`config.mk`:
```
export PLATFORM = sky130hd
export DESIGN_NAME = miriscv_mem_arbiter
export DESIGN_NICKNAME = d
export VERILOG_FILES = /design/src/rtl/miriscv_arb_pkg.sv /design/src/rtl/miriscv_arb_id_fifo.sv /design/src/rtl/miriscv_mem_arbiter.sv
export SDC_FILE = /design/constraint.sdc
export NUM_CORES = 1
export LEC_CHECK = 0
export ABC_AREA = 1
export BUFFER_PORTS_ARGS = -buffer_cell sky130_fd_sc_hd__buf_4
export CAP_MARGIN = 5
export CORE_AREA = 2 2 109 111
export DETAILED_ROUTE_END_ITERATION = 8
export DIE_AREA = 0 0 111 113
export GPL_ROUTABILITY_DRIVEN = 0
export SLEW_MARGIN = 0
export SYNTH_ARGS = -nofsm -noshare
export SYNTH_HDL_FRONTEND = slang
export SYNTH_SLANG_ARGS = --single-unit
```
`constraint.sdc`:
```
create_clock -name clk_i -period 2.5 [get_ports clk_i]
set_clock_uncertainty 0.1 [all_clocks]
set_input_delay 0.125 -clock clk_i [delete_from_list [all_inputs] [get_ports clk_i]]
set_output_delay 0.125 -clock clk_i [all_outputs]
set_load 0.05 [all_outputs]
```
`src/rtl/miriscv_arb_pkg.sv`:
```
// Shared types and limits for the fetch/LSU memory arbiter.
package miriscv_arb_pkg;

   // Requester identity, stored per outstanding transaction.
   typedef enum logic {
      ARB_ID_INSTR = 1'b0,
      ARB_ID_DATA  = 1'b1
   } arb_id_e;

   // Upper bound on the outstanding-transaction depth.
   localparam int unsigned ARB_MAX_OUTSTANDING_MAX = 8;

   // Arbitration choice when both sides request and nothing is held.
   function automatic arb_id_e arb_pick_contended(input logic    round_robin,
                                                  input arb_id_e last_grant);
      arb_id_e w_pick;
      if (round_robin) begin
         w_pick = (last_grant == ARB_ID_INSTR) ? ARB_ID_DATA : ARB_ID_INSTR;
      end else begin
         w_pick = ARB_ID_DATA;
      end
      return w_pick;
   endfunction

endpackage : miriscv_arb_pkg

```
`src/rtl/miriscv_arb_id_fifo.sv`:
```
// In-order FIFO of requester IDs for transactions accepted by memory but not
// yet answered. Depth need not be a power of two; pointers wrap explicitly.
module miriscv_arb_id_fifo
   import miriscv_arb_pkg::*;
#(
   parameter int unsigned DEPTH = 2,
   parameter int unsigned CNT_W = $clog2(DEPTH + 1)
) (
   input  logic             clk_i,
   input  logic             arstn_i,
   input  logic             push_i,
   input  arb_id_e          push_id_i,
   input  logic             pop_i,
   output arb_id_e          head_o,
   output logic [CNT_W-1:0] count_o,
   output logic             empty_o,
   output logic             full_o
);

   localparam int unsigned PTR_W = (DEPTH > 1) ? $clog2(DEPTH) : 1;
   localparam logic [CNT_W-1:0] DEPTH_CNT = CNT_W'(DEPTH);
   localparam logic [PTR_W-1:0] LAST_PTR  = PTR_W'(DEPTH - 1);

   arb_id_e          r_mem [DEPTH];
   logic [PTR_W-1:0] r_wptr;
   logic [PTR_W-1:0] r_rptr;
   logic [CNT_W-1:0] r_count;

   logic w_empty;
   logic w_full;
   logic w_push;
   logic w_pop;

   // Advance a pointer, wrapping at DEPTH-1 regardless of pointer width.
   function automatic logic [PTR_W-1:0] ptr_next(input logic [PTR_W-1:0] ptr);
      logic [PTR_W-1:0] w_nxt;
      if (ptr == LAST_PTR) begin
         w_nxt = {PTR_W{1'b0}};
      end else begin
         w_nxt = ptr + PTR_W'(1);
      end
      return w_nxt;
   endfunction

   assign w_empty = (r_count == {CNT_W{1'b0}});
   assign w_full  = (r_count == DEPTH_CNT);
   assign w_pop   = pop_i & ~w_empty;
   assign w_push  = push_i & ~w_full;

   // Storage: write the pushed ID at the write pointer.
   always_ff @(posedge clk_i or negedge arstn_i) begin
      if (!arstn_i) begin
         for (int i = 0; i < int'(DEPTH); i++) begin
            r_mem[i] <= ARB_ID_INSTR;
         end
      end else if (w_push) begin
         r_mem[r_wptr] <= push_id_i;
      end
   end

   // Pointers and occupancy; a simultaneous push and pop leaves count unchanged.
   always_ff @(posedge clk_i or negedge arstn_i) begin
      if (!arstn_i) begin
         r_wptr  <= {PTR_W{1'b0}};
         r_rptr  <= {PTR_W{1'b0}};
         r_count <= {CNT_W{1'b0}};
      end else begin
         if (w_push) begin
            r_wptr <= ptr_next(r_wptr);
         end
         if (w_pop) begin
            r_rptr <= ptr_next(r_rptr);
         end
         case ({w_push, w_pop})
            2'b10:   r_count <= r_count + CNT_W'(1);
            2'b01:   r_count <= r_count - CNT_W'(1);
            default: r_count <= r_count;
         endcase
      end
   end

   assign head_o  = r_mem[r_rptr];
   assign count_o = r_count;
   assign empty_o = w_empty;
   assign full_o  = w_full;

endmodule : miriscv_arb_id_fifo

```
`src/rtl/miriscv_mem_arbiter.sv`:
```
// Shares one single-port memory between instruction fetch and the LSU.
// Requests and responses pass through with zero added latency; the ID FIFO
// remembers who issued each outstanding transaction so in-order responses
// can be routed back.
module miriscv_mem_arbiter
   import miriscv_arb_pkg::*;
#(
   parameter int unsigned XLEN            = 32,
   parameter int unsigned MAX_OUTSTANDING = 2,
   parameter bit          ROUND_ROBIN     = 1'b1
) (
   input  logic              clk_i,
   input  logic              arstn_i,
   input  logic              instr_req_i,
   input  logic [XLEN-1:0]   instr_addr_i,
   output logic              instr_gnt_o,
   output logic              instr_rvalid_o,
   output logic [XLEN-1:0]   instr_rdata_o,
   input  logic              data_req_i,
   input  logic              data_we_i,
   input  logic [XLEN/8-1:0] data_be_i,
   input  logic [XLEN-1:0]   data_addr_i,
   input  logic [XLEN-1:0]   data_wdata_i,
   output logic              data_gnt_o,
   output logic              data_rvalid_o,
   output logic [XLEN-1:0]   data_rdata_o,
   output logic              mem_req_o,
   output logic              mem_we_o,
   output logic [XLEN/8-1:0] mem_be_o,
   output logic [XLEN-1:0]   mem_addr_o,
   output logic [XLEN-1:0]   mem_wdata_o,
   input  logic              mem_gnt_i,
   input  logic              mem_rvalid_i,
   input  logic [XLEN-1:0]   mem_rdata_i,
   output logic              spurious_rsp_o
);

   localparam int unsigned BE_W  = XLEN / 8;
   localparam int unsigned CNT_W = $clog2(MAX_OUTSTANDING + 1);
   localparam logic [CNT_W-1:0] MAX_CNT = CNT_W'(MAX_OUTSTANDING);

   arb_id_e r_last_grant;
   logic    r_hold_valid;
   arb_id_e r_hold_sel;

   arb_id_e          w_sel;
   arb_id_e          w_head;
   logic [CNT_W-1:0] w_count;
   logic             w_fifo_empty;
   logic             w_fifo_full;
   logic             w_can_issue;
   logic             w_req;
   logic             w_xfer;
   logic             w_pop;

   // Occupancy comes from registered state only, so a response in this cycle
   // never frees a slot for a request in the same cycle.
   assign w_can_issue = ~w_fifo_full & (w_count < MAX_CNT);
   assign w_req       = w_can_issue & (instr_req_i | data_req_i);
   assign w_xfer      = w_req & mem_gnt_i;
   assign w_pop       = mem_rvalid_i & ~w_fifo_empty;

   // Requester selection: a held selection wins, otherwise arbitrate.
   always_comb begin
      w_sel = ARB_ID_INSTR;
      if (r_hold_valid) begin
         w_sel = r_hold_sel;
      end else if (instr_req_i && data_req_i) begin
         w_sel = arb_pick_contended(ROUND_ROBIN, r_last_grant);
      end else if (data_req_i) begin
         w_sel = ARB_ID_DATA;
      end else begin
         w_sel = ARB_ID_INSTR;
      end
   end

   // Hold a stalled selection until memory accepts it; kept while full.
   always_ff @(posedge clk_i or negedge arstn_i) begin
      if (!arstn_i) begin
         r_hold_valid <= 1'b0;
         r_hold_sel   <= ARB_ID_INSTR;
      end else if (w_req && !mem_gnt_i) begin
         r_hold_valid <= 1'b1;
         r_hold_sel   <= w_sel;
      end else if (w_xfer) begin
         r_hold_valid <= 1'b0;
         r_hold_sel   <= ARB_ID_INSTR;
      end
   end

   // Remember the last granted side for round-robin fairness.
   always_ff @(posedge clk_i or negedge arstn_i) begin
      if (!arstn_i) begin
         r_last_grant <= ARB_ID_INSTR;
      end else if (w_xfer) begin
         r_last_grant <= w_sel;
      end
   end

   miriscv_arb_id_fifo #(
      .DEPTH (MAX_OUTSTANDING),
      .CNT_W (CNT_W)
   ) u_id_fifo (
      .clk_i     (clk_i),
      .arstn_i   (arstn_i),
      .push_i    (w_xfer),
      .push_id_i (w_sel),
      .pop_i     (w_pop),
      .head_o    (w_head),
      .count_o   (w_count),
      .empty_o   (w_fifo_empty),
      .full_o    (w_fifo_full)
   );

   // Output mux and response routing; everything reads zero while in reset.
   always_comb begin
      mem_req_o      = 1'b0;
      mem_we_o       = 1'b0;
      mem_be_o       = {BE_W{1'b0}};
      mem_addr_o     = {XLEN{1'b0}};
      mem_wdata_o    = {XLEN{1'b0}};
      instr_gnt_o    = 1'b0;
      data_gnt_o     = 1'b0;
      instr_rvalid_o = 1'b0;
      data_rvalid_o  = 1'b0;
      instr_rdata_o  = {XLEN{1'b0}};
      data_rdata_o   = {XLEN{1'b0}};
      spurious_rsp_o = 1'b0;
      if (arstn_i) begin
         mem_req_o = w_req;
         case (w_sel)
            ARB_ID_DATA: begin
               mem_we_o    = data_we_i;
               mem_be_o    = data_be_i;
               mem_addr_o  = data_addr_i;
               mem_wdata_o = data_wdata_i;
               data_gnt_o  = w_xfer;
            end
            ARB_ID_INSTR: begin
               mem_we_o    = 1'b0;
               mem_be_o    = {BE_W{1'b1}};
               mem_addr_o  = instr_addr_i;
               mem_wdata_o = {XLEN{1'b0}};
               instr_gnt_o = w_xfer;
            end
            default: begin
               mem_we_o    = 1'b0;
               mem_be_o    = {BE_W{1'b0}};
               mem_addr_o  = {XLEN{1'b0}};
               mem_wdata_o = {XLEN{1'b0}};
            end
         endcase
         instr_rdata_o  = mem_rdata_i;
         data_rdata_o   = mem_rdata_i;
         instr_rvalid_o = w_pop & (w_head == ARB_ID_INSTR);
         data_rvalid_o  = w_pop & (w_head == ARB_ID_DATA);
         spurious_rsp_o = mem_rvalid_i & w_fifo_empty;
      end else begin
         mem_req_o = 1'b0;
      end
   end

endmodule : miriscv_mem_arbiter
```
# Word-level counts from Yosys, hierarchy flattened

Index checks and enable logic that the tools add are counted.

Register bits after elaboration: 9

Order comparisons: 4
Reductions and logical operators: 7
Bitwise logic cells: 16
Equality and inequality tests: 3
Muxes and demuxes: 33
Add/sub/neg operators: 4

Operators by type and width:

| operator            | number |
|---|---|
| $pmux 32 s2         | 2 |
| $mux 32             | 3 |
| $mux 1              | 22 |
| $and 1x1->1         | 9 |
| $pmux 4 s2          | 1 |
| $eq 2x2->1 const B  | 2 |
| $ge 2x2->1 const B  | 2 |
| $mux 4              | 1 |
| $not 1->1           | 4 |
| $not 1->2           | 2 |
| $pmux 2 s2          | 1 |
| $reduce_bool 2->1   | 2 |
| $logic_and 1x1->1   | 3 |
| $add 1x1->1 const B | 2 |
| $add 2x1->2 const B | 1 |
| $bwmux 2            | 1 |
| $eq 2x1->1 const B  | 1 |
| $logic_not 2->1     | 1 |
| $lt 2x1->1 const B  | 1 |
| $lt 2x2->1 const B  | 1 |
| $pmux 1 s2          | 1 |
| $sub 2x1->2 const B | 1 |
| $demux 1 s1         | 1 |
| $logic_not 1->1     | 1 |
| $or 1x1->1          | 1 |

# Logic depth before layout (Yosys ltp)

Gate-level depths: netlist of run 1.

Depth after elaboration: 8
Depth in mapped cells: 8

# By module

From an unflattened synthesis of run 1, not the netlist that was laid out.

Cell total of the unflattened synthesis: 437
Area, all modules: 2317.2 µm²

Modules (own cells, without submodules):

| module              | area an instance (µm²) | seq. area each (µm²) | instances | cells an instance |
|---|---|---|---|---|
| miriscv_mem_arbiter | 1991.9                 | 75.1                 | 1         | 394 |
| miriscv_arb_id_fifo | 325.3                  | 150.1                | 1         | 43 |

# Worst setup path before layout of run 1

No wires, ideal clock.

Path kind: reg2out
From: reg u_id_fifo.r_count[1], in the netlist u_id_fifo.count_o[1]
To: out instr_gnt_o
Required time: 2275 ps
Path slack: 544 ps
Arrival time: 1731 ps
Cell stages (with the launch flop): 4
Cells stage by stage: dfrtp_1 -> inv_1 -> nand3_2 -> nor3_1

Word-level cells in the longest chain between the ends: 7

RTL lines:

| item                                                               | RTL line                   | source |
|---|---|---|
| start, declared                                                    | miriscv_arb_id_fifo.sv:27  | `logic [CNT_W-1:0] r_count;` |
| start signal, assigned                                             | miriscv_arb_id_fifo.sv:66  | `r_count <= {CNT_W{1'b0}};` |
| start signal, assigned                                             | miriscv_arb_id_fifo.sv:75  | `2'b10: r_count <= r_count + CNT_W'(1);` |
| start signal, assigned                                             | miriscv_arb_id_fifo.sv:76  | `2'b01: r_count <= r_count - CNT_W'(1);` |
| parallel branches: the longest is 2 deep, another holds $lt 2x2->1 | -                          |  |
| $and 1x1->1 *                                                      | miriscv_mem_arbiter.sv:58  | `assign w_can_issue = ~w_fifo_full & (w_count < MAX_CNT);` |
| $and 1x1->1 *                                                      | miriscv_mem_arbiter.sv:59  | `assign w_req = w_can_issue & (instr_req_i \| data_req_i);` |
| $and 1x1->1 *                                                      | miriscv_mem_arbiter.sv:60  | `assign w_xfer = w_req & mem_gnt_i;` |
| $mux 1 *                                                           | miriscv_mem_arbiter.sv:131 | `case (w_sel)` |
| $mux 1 *                                                           | miriscv_mem_arbiter.sv:129 | `if (arstn_i) begin` |
| end, declared                                                      | miriscv_mem_arbiter.sv:16  | `output logic instr_gnt_o,` |

Mark *: on every way between the ends.

# Worst setup path in the final report of run 1

From: reg r_hold_valid
To: out mem_addr_o[1]

Word-level cells in the longest chain between the ends: 4

RTL lines:

| item                   | RTL line                   | source |
|---|---|---|
| start, declared        | miriscv_mem_arbiter.sv:43  | `logic r_hold_valid;` |
| start signal, assigned | miriscv_mem_arbiter.sv:80  | `r_hold_valid <= 1'b0;` |
| start signal, assigned | miriscv_mem_arbiter.sv:83  | `r_hold_valid <= 1'b1;` |
| start signal, assigned | miriscv_mem_arbiter.sv:86  | `r_hold_valid <= 1'b0;` |
| $mux 1 *               | miriscv_mem_arbiter.sv:66  | `if (r_hold_valid) begin` |
| $not 1->1              | -                          |  |
| $pmux 32 s2 *          | miriscv_mem_arbiter.sv:131 |  |
| $mux 32 *              | miriscv_mem_arbiter.sv:129 |  |
| end, declared          | miriscv_mem_arbiter.sv:30  | `output logic [XLEN-1:0] mem_addr_o,` |

Every way passes the cells marked *; elsewhere a longest branch is shown, timed or not.

==> results of run 1 <==
==> worst max-delay path, cell delays in order (launching register included) <==
cell     delay [ns]
dfrtp_1        0.38
nand2_2        0.10
buf_4          0.50
a21oi_1        0.15
nor2_1         0.13
buf_4          0.20
==> per-stage QoR <==
stage	power [mW]	setup WS, ns
global route	3.292	0.3505
detailed placement	2.801	0.7597
global placement	2.797	0.7466
finish	3.067	0.5244
floorplan	2.183	0.5437
CTS	3.103	0.4804
==> cells in the mapped netlist <==
library cell  count
a21oi_1          38
buf_2             9
buf_4            34
buf_6            13
dfrtp_1           9
ha_1              1
inv_1           109
inv_2             2
nand2_1          85
nand2_2           1
nand2_4           2
nand3_1          34
nand3_2           1
nand3_4           1
nand4_1           2
nor2_1           70
nor3_1            2
o21ai_0           1
or2_2             1
xnor2_1           2
xor2_1            1
==> cell usage in the layout, fill, tap and decap left out, drive strengths merged, types with 2 or more instances in the layout <==
cell and n:
nor3 2, clkbuf 4, xnor2 2, a21oi 38, nand2 88, inv 111
dfrtp 9, nand3 36, nor2 70, buf 280, nand4 2
==> layout make-up <==
type	count	area (um^2)	share of cell area (%)
Sequential cell	9	225.2	5.483
Tap cell	143	178.9	4.356
Clock buffer	4	78.83	1.919
Timing Repair Buffer	281	2137	52.03
Multi-Input combinational cell	242	1071	26.07
Inverter	111	416.7	10.14
==> registers in the layout, summed over array words and instances, names as in the netlist <==
| register | count |
|---|---|
| r_hold_sel | 1 |
| r_hold_valid | 1 |
| r_last_grant | 1 |
| u_id_fifo.count_o | 2 |
| u_id_fifo.r_mem | 2 |
| u_id_fifo.r_rptr | 1 |
| u_id_fifo.r_wptr | 1 |
==> worst max-delay path by stage <==
stage,startpoint,end,cells after the start
floorplan,u_id_fifo.count_o[1],instr_gnt_o,3
global placement,r_hold_valid,mem_addr_o[14],6
detailed placement,r_hold_valid,mem_addr_o[14],6
CTS,arstn_i,mem_wdata_o[30],5
global route,arstn_i,mem_wdata_o[3],5
finish,r_hold_valid,mem_addr_o[1],5
==> kinds of logic (layout without fill, tap and decap cells) <==
kind of cell,after synthesis,count (layout),share of synthesized area [%]
AOI/OAI and AO/OA,39,39,9.038
DFF,9,9,10.43
adders and majority gates,1,1,0.5793
and+or+nand+nor,199,199,38.76
xor gates and xnor gates,3,3,1.217
buffers and inverters,167,396,39.98
==> layer usage <==
metal	routed length (um)	GRT usage, %	up-vias	part of all wire [%]
met5	0	0	-	0
met4	71	2.667	0	0.85
met3	728	1.821	6	8.7
met2	4003	20.86	150	48
met1	3521	16.04	1295	42
li1	-	-	1628	-
==> where the power goes <==
| part | total, mW | internal (mW) | switching [mW] |
|---|---|---|---|
| Sequential | 0.258 | 0.213 | 0.0454 |
| Clock | 0.285 | 0.213 | 0.0718 |
| Combinational | 2.52 | 0.783 | 1.74 |
==> results by group, run 1 <==
Power
  • Leakage power: 2.816 nW
  • PwrDens: about 750 nW/um^2
  • VDD IR-drop max: 0.3970 mV

Placed design
  • Placed Cells incl. Taps: 785
  • Placed cell areas: ~4000 um^2
  • IO Port Bufs: 277
  • Post-DP HPWL: 6747 um

Run status
  • Status: finished clean

Timing
  • Final setup TNS: 0 ns
  • Final min period: 1.976 ns
  • Period utilization: 79.02%
  • Hold_ws: 0.07404 ns
  • Fmax: 506.2 MHz
  • Unrepaired setup endpoints after global routing: false
  • Setup violations, final: 0
  • Rel. slew slack: 58.64%
  • Final hold violation count: 0
  • Fin. max-slew vios: 0
  • Actual slew at the worst max-slew pin: 0.6203 ns

Critical path
  • FF-to-FF End: u_id_fifo.count_o[1]
  • CP required: 2.28 ns
  • R2R Setup Slk: 0.81 ns
  • Worst r2r path cells: 8
  • Critical path startpoint category: register
  • RR Startpoint: u_id_fifo.count_o[1]
  • WP data arrival: 1.75 ns
  • CP Max Fanout: 64
  • Critical Path Sink Type: output port
  • WS Path Type: register to output port

Min path
  • WHS Path Cells: 4
  • Hold/Removal Path Class: primary input to register
  • Hold Path End: r_hold_sel
  • Worst min-delay path startpoint: mem_gnt_i

Clock network
  • CTS H-tree lvls: 1
  • CTS resizes: 0
  • Clk pin slew, worst setup/hold paths: 0.04 ns
  • # Post-CTS Setup Buffers: 0
  • Clk buf depth: 2
  • CTS Hold Bufs: 1
  • Clk sinks: 9
  • CTS tree: built
  • Num CTS Buffers: 3
  • Clk_lat worst skew: approximately 0.24 ns
  • CTS root buffer: clkbuf_16

Floorplanning
  • Core ar.: 11270 um^2
  • Die Height: 113 um
  • Top Ports: 278
  • Initial core utilization: 19.16%
  • Die area: 12540 um^2
  • Die W: between 100 and 150 um
  • Row cnt: 39

Yosys
  • Synth warnings: 0
  • Biggest area consumer among synthesized cells: inv_1
  • Synth Instances: around 420
  • Synth top area cells: inv_1 (19%), nand2_1 (15%), nor2_1 (12%)
  • Distinct cells, synth: 21
  • Top cell type's share of synthesized area: 18.95%
  • Synth Cell Area: about 2200 um^2
  • Synthesized Nets: 558
  • Syn avg cell area: 5.166 um^2
  • Yosys reg bits: 9
  • Seq/Total Area, Yosys: 10.43%

Final layout
  • Share of cells above drive strength 1: between 40% and 50%
  • Finished Layout Cells: 790
  • Diodes inserted: 0
  • Fillers: 1245
  • Final instance area: 4108 um^2
  • Area grow syn2layout: 90.21%
  • Nets: 788
  • Layout Utilization: 36.44%

GRT
  • GRT Total Usage: 12.09%
  • Global-route wire length before repair: 12970 um
  • Grt ovf: 0
  • Initial antenna violation count: 0
  • Vias in the first global route: 2801
  • Largest net degree at the start of global routing: 65

Routing
  • Post-route DRC: 0
  • WL/cell: around 11 um
  • Starting DRT DRC Count: 247
  • DRT Pass-1 Iters: 4
  • Vias/cell: 3.897
  • Vias: 3079
  • WL final: 8324 um
  • Routed Antenna Nets: 0

Flow run
  • Max Cap Viol: 0
(Power assumes the default switching activity.)
==> run 2, diff against run 1 <==
Settings changed: ABC_AREA 1 to 0, CORE_AREA 2 2 109 111 to 2 2 107 109, DIE_AREA 0 0 111 113 to 0 0 109 111.
Clock period 2.5 ns to 1.78 ns, I/O delays scaled along.
==> results by group, run 2 <==
Critical path
  • WS Path Type: register to output port
  • Worst r2r path cells: 5
  • FF-to-FF End: u_id_fifo.count_o[1]
  • WP data arrival: 1.71 ns
  • RR Startpoint: u_id_fifo.count_o[1]
  • Critical path startpoint category: register
  • CP Max Fanout: 8
  • Critical Path Sink Type: output port
  • CP required: 1.59 ns
  • R2R Setup Slk: 0.16 ns

GRT
  • Global-route wire length before repair: 12500 um
  • Vias in the first global route: 2522
  • GRT Total Usage: 12.78%
  • Largest net degree at the start of global routing: between 70 and 80
  • Grt ovf: 0
  • Initial antenna violation count: 0

Final layout
  • Most common cell after layout, fill and taps aside: buf_4
  • Area of the multi-input gates: 1399 um^2
  • Nets: 644
  • Fillers: 1117
  • Share of cells above drive strength 1: between 60% and 70%
  • Finished Layout Cells: 646
  • FF/Latch Area: 226.5 um^2
  • Most frequent cells in the layout: buf_4 (223), nand2_1 (66), buf_6 (59)
  • Area grow syn2layout: 144.8%
  • Diodes inserted: 0

Min path
  • WHS Path Cells: 2
  • Hold Path End: u_id_fifo.r_mem[0]
  • Hold/Removal Path Class: primary input to register
  • Worst min-delay path startpoint: mem_gnt_i

Floorplanning
  • Die area: 12100 um^2
  • Die W: 109 um
  • Core ar.: 11080 um^2
  • Top Ports: between 200 and 300
  • Die Height: between 100 and 150 um
  • Initial core utilization: 16.39%
  • Row cnt: 39

Timing
  • Final setup TNS: -3.071 ns
  • Fin. max-slew vios: 0
  • Final min period: between 1.5 and 2 ns
  • PnR worst setup slack: -0.1175 ns
  • Period utilization: 106.6%
  • Rel. slew slack: around 80%
  • Setup violations, final: 64
  • Final hold violation count: 0
  • Fmax: 527.0 MHz
  • Unrepaired setup endpoints after global routing: true
  • Actual slew at the worst max-slew pin: 0.3002 ns
  • Hold_ws: between 0.015 and 0.02 ns

Clock network
  • CTS root buffer: clkbuf_16
  • Num CTS Buffers: 3
  • Clk sinks: 9
  • Clk pin slew, worst setup/hold paths: around 0.040 ns
  • CTS H-tree lvls: 1
  • CTS tree: built
  • Clk_lat worst skew: 0.23 ns
  • Clk buf depth: 2

Routing
  • DRT Pass-1 Iters: 4
  • Starting DRT DRC Count: 76
  • WL final: 9137 um
  • Post-route DRC: 0
  • WL/cell: approximately 14 um
  • Routed Antenna Nets: 0
  • Vias: 2661
  • Vias/cell: 4.119

Yosys
  • Synth Instances: ~260
  • Syn avg cell area: between 6 and 7 um^2
  • Synthesized Nets: about 400
  • Top cell type's share of synthesized area: 18.19%
  • Top FF cell, synth: dfrtp_1
  • Distinct cells, synth: 28
  • Yosys reg bits: 9
  • Seq/Total Area, Yosys: roughly 12%
  • Synth Cell Area: between 1500 and 2000 um^2
  • Number of synthesized flops with an enable pin: 0
  • Synth warnings: 0
  • Synth cell count leaders: nand2_1 (66), buf_4 (34), and2_1 (33), and3_1 (33), mux2i_1 (33)
  • Fraction of registers with async set/reset: 100.0%
  • Biggest area consumer among synthesized cells: mux2i_1
  • Count leader, synth: nand2_1
  • Synth top area cells: mux2i_1 (18%), buf_4 (14%), nand2_1 (14%)

Placed design
  • Post-DP HPWL: 6865 um
  • IO Port Bufs: ~280
  • Placed Cells incl. Taps: between 600 and 700

Run status
  • Failing checks: negative setup slack
  • Status: complete, but fails checks

Power
  • Overall Power: 5.320 mW
  • Leakage power: 2.449 nW
  • VDD IR-drop max: between 0.7 and 0.8 mV
  • PwrDens: 1197 nW/um^2

Flow run
  • Max Cap Viol: 0
## run 2: changes by cell type in the layout (fill, tap and decap cells not counted), sizes merged, moves of 21 or more
cell / before / now
inv: 111 / 2
mux2i: 0 / 33
a21oi: 38 / 0
and2: 0 / 33
nand2: 88 / 67
nor2: 70 / 2
and3: 0 / 33
nand3: 36 / 0
## run 2: where the power goes
group          switching [mW]  total, mW  internal [mW]
sequential              0.104      0.416          0.313
clock                  0.0977      0.397          0.299
combinational            2.63       4.51           1.88
total                    2.83       5.32           2.49
## run 2: layout make-up
cell class | instances | area share, %
multi-input cells | 196 | 31.48
inverters | 2 | 0.1689
clock buffers | 4 | 1.774
repair buffers | 292 | 57.46
well taps | 143 | 4.026
flip-flops and latches | 9 | 5.096
## run 2: critical path, stage by stage (launching register included)
cell,delay [ns]
dfrtp_2,0.43
a22oi_2,0.24
buf_6,0.18
clkbuf_16,0.19
mux2i_2,0.24
buf_6,0.19
## run 2: what timing repair did
action | 4_1_cts | 5_1_grt
endpoints found under the setup margin | 66 | 71
hold buffers | 1 | 0
gates resized for setup | 21 | 59
pin swaps | 1 | 3
cloned | 1 | 3
hold endpoints to repair | 9 | 0
setup buffers | 3 | 2
## run 2: worst max-delay path by stage
stage / startpoint / to / slack, ns / cells past startpoint
after global routing: r_hold_valid / mem_addr_o[31] / -0.19 / 5
after detailed placement: r_hold_valid / mem_addr_o[5] / 0.06 / 5
final: r_hold_valid / mem_addr_o[14] / -0.12 / 5
after global placement: r_hold_valid / mem_addr_o[2] / 0.06 / 5
after CTS: r_hold_valid / mem_addr_o[16] / -0.09 / 5
after floorplan: r_hold_valid / mem_addr_o[17] / -0.27 / 5
## run 2: metal layers
layer / wire (um) / vias up / share of wire (%) / global-route usage (%)
met5: 0 / - / 0 / 0
met4: 13 / 0 / 0.14 / 1.111
met3: 937 / 2 / 10 / 3.057
met2: 4791 / 149 / 52 / 24.18
met1: 3394 / 1194 / 37 / 14.77
li1: - / 1316 / - / -
## run 2: metrics by stage
stage               instance area [um^2]  setup WS [ns]  utilization, %
finish                              4444        -0.1175           40.12
global route                        4444        -0.1869           40.12
CTS                                 4091       -0.09408           36.94
detailed placement                  3875        0.05906           34.98
global placement                    3875        0.05715           34.98
floorplan                           1883        -0.2721               -
## run 2: cells by family (layout without fill, tap and decap cells)
kind of cell / count (synthesis) / in the layout / synth area share [%]
xor gates and xnor gates: 5 / 5 / 2.413
AOI/OAI and AO/OA: 11 / 11 / 5.032
buffers and inverters: 57 / 298 / 19.92
muxes: 35 / 35 / 19.43
DFF: 9 / 9 / 12.41
and+or+nand+nor: 144 / 144 / 40.11
adders and majority gates: 1 / 1 / 0.6891
==> run 3, diff against run 2 <==
Settings changed: PLACE_DENSITY from default to 0.58.
==> results by group, run 3 (same netlist as run 2, synthesis figures left out) <==
Run status
  • Status: complete, but fails checks
  • Failing checks: negative setup slack

Critical path
  • CP peak stage delay: 0.39 ns
  • Worst setup path start: r_hold_sel
  • Critical path startpoint category: register
  • CP Cell Sequence: a22oi_2 > buf_6 > clkbuf_16 > mux2i_2 > buf_6
  • Crit path buffers/inverters: 3
  • Worst r2r path cells: 5
  • Most frequent CP cell: buf_6
  • Slowest CP cell: dfrtp_1
  • CP Max Fanout: 8
  • WP data arrival: between 1.5 and 2 ns
  • WS Path Type: register to output port
  • R2R Setup Slk: 0.14 ns
  • CP required: 1.59 ns
  • RR Startpoint: u_id_fifo.count_o[1]
  • Critical Path Sink Type: output port
  • FF-to-FF End: u_id_fifo.count_o[1]
  • Worst path top cell family by delay: buffers and inverters

GRT
  • Grt ovf: 0
  • Vias in the first global route: about 2500
  • GRT Total Usage: 12.86%
  • Initial antenna violation count: 0
  • Global-route wire length before repair: around 13000 um
  • Largest net degree at the start of global routing: 89

Final layout
  • Finished Layout Cells: 644
  • Share of cells above drive strength 1: 69.06%
  • Most frequent cells in the layout: buf_4 (226), nand2_1 (65), buf_6 (56)
  • Area grow syn2layout: 145.1%
  • Diodes inserted: 0
  • Nets: 642
  • Most common cell after layout, fill and taps aside: buf_4
  • Fillers: 1114

Placed design
  • Pre-CTS WS: 0.1331 ns
  • Post-DP HPWL: between 6000 and 7000 um
  • Placed Cells incl. Taps: 633
  • IO Port Bufs: approximately 280

Clock network
  • Clk buf depth: 2
  • Clk_lat worst skew: approximately 0.23 ns
  • Num CTS Buffers: 3
  • CTS tree: built
  • Clk pin slew, worst setup/hold paths: 0.04 ns
  • CTS H-tree lvls: 1
  • Clk sinks: 9
  • CTS root buffer: clkbuf_16

Floorplanning
  • Core ar.: 11080 um^2
  • Die Height: 111 um
  • Top Ports: 278
  • Initial core utilization: about 16%
  • Die area: 12100 um^2
  • Row cnt: 39
  • Die W: 109 um

Power
  • Clock power share: under 10%
  • Power share of the sequential group: 7.8%
  • Comb power frac: 84.7%
  • Switching pwr: 2.777 mW
  • Leakage power: 2.366 nW
  • VDD IR-drop max: between 0.6 and 0.7 mV
  • Int Pwr: 2.494 mW
  • Net Sw Frac: 52.68%
  • PwrDens: 1185 nW/um^2

Timing
  • Hold_ws: about 0.0060 ns
  • Actual slew at the worst max-slew pin: 0.4468 ns
  • Fin. max-slew vios: 0
  • Final min period: ~1.8 ns
  • Setup violations, final: 28
  • Fmax: 551.3 MHz
  • Period utilization: 101.9%
  • Final hold violation count: 0
  • Final setup TNS: -0.3866 ns
  • PnR worst setup slack: -0.03397 ns
  • Rel. slew slack: 70.22%
  • Unrepaired setup endpoints after global routing: true

Routing
  • Post-route DRC: 0
  • Vias/cell: 4.127
  • Starting DRT DRC Count: between 100 and 150
  • Vias: 2658
  • DRT Pass-1 Iters: 4
  • Routed Antenna Nets: 0
  • WL/cell: 13.96 um
  • WL final: 8988 um

Min path
  • Worst min-delay path startpoint: mem_gnt_i
  • WHS Path Cells: 2
  • Hold/Removal Path Class: primary input to register
  • Hold Path End: u_id_fifo.r_mem[0]

Flow run
  • Max Cap Viol: 0
==> run 3: cell count changes in the layout (fill, tap and decap cells not counted), moves of 3 or more <==
| cell | delta |
|---|---|
| mux2i_4 | -6 |
| buf_4 | +3 |
| mux2i_2 | +5 |
| and3_1 | -25 |
| buf_6 | -3 |
| and3_4 | +25 |
==> run 3: area by class of cell <==
cell class	instances	area [um^2]	area share, %
sequential	9	225.2	5.062
inverter	2	7.507	0.1687
timing repair buffer	290	2495	56.07
clock buffer	4	78.83	1.772
tap	143	178.9	4.021
multi-input combinational	196	1464	32.90
==> run 3: through the flow <==
step	util, %	cell area [um^2]	total power, mW
floorplan	-	1883	3.110
global placement	35.05	3882	4.210
detailed placement	35.05	3882	4.245
CTS	37.81	4188	4.958
global route	40.17	4449	5.525
finish	40.17	4449	5.271
==> run 3: worst max path at each step <==
stage / end / cells past startpoint
after CTS: mem_addr_o[13] / 5
after floorplan: mem_addr_o[17] / 5
after global placement: mem_addr_o[28] / 5
final: mem_addr_o[13] / 5
after global routing: mem_addr_o[21] / 6
after detailed placement: mem_addr_o[28] / 5
==> run 3: per-layer routing <==
metal	track usage [%]	vias to the layer above	wire, um
li1	-	1310	-
met1	14.88	1196	3384
met2	23.52	140	4641
met3	2.822	12	813
met4	3.077	0	148
met5	0	-	0
==> run 3: power groups by stage <==
stage	logic (mW)	registers (mW)	clock network, mW
detailed placement	3.84	0.406	0
CTS	4.14	0.406	0.408
global placement	3.81	0.402	0
floorplan	2.73	0.384	0
global route	4.67	0.429	0.424
finish	4.47	0.409	0.396
==> run 3: timing repair <==
action,4_1_cts,5_1_grt
hold buffers,1,0
hold endpoints to repair,9,0
resized for setup,45,46
setup buffers,3,0
cloned,1,2
setup endpoints to repair,34,69
pin swaps,1,2
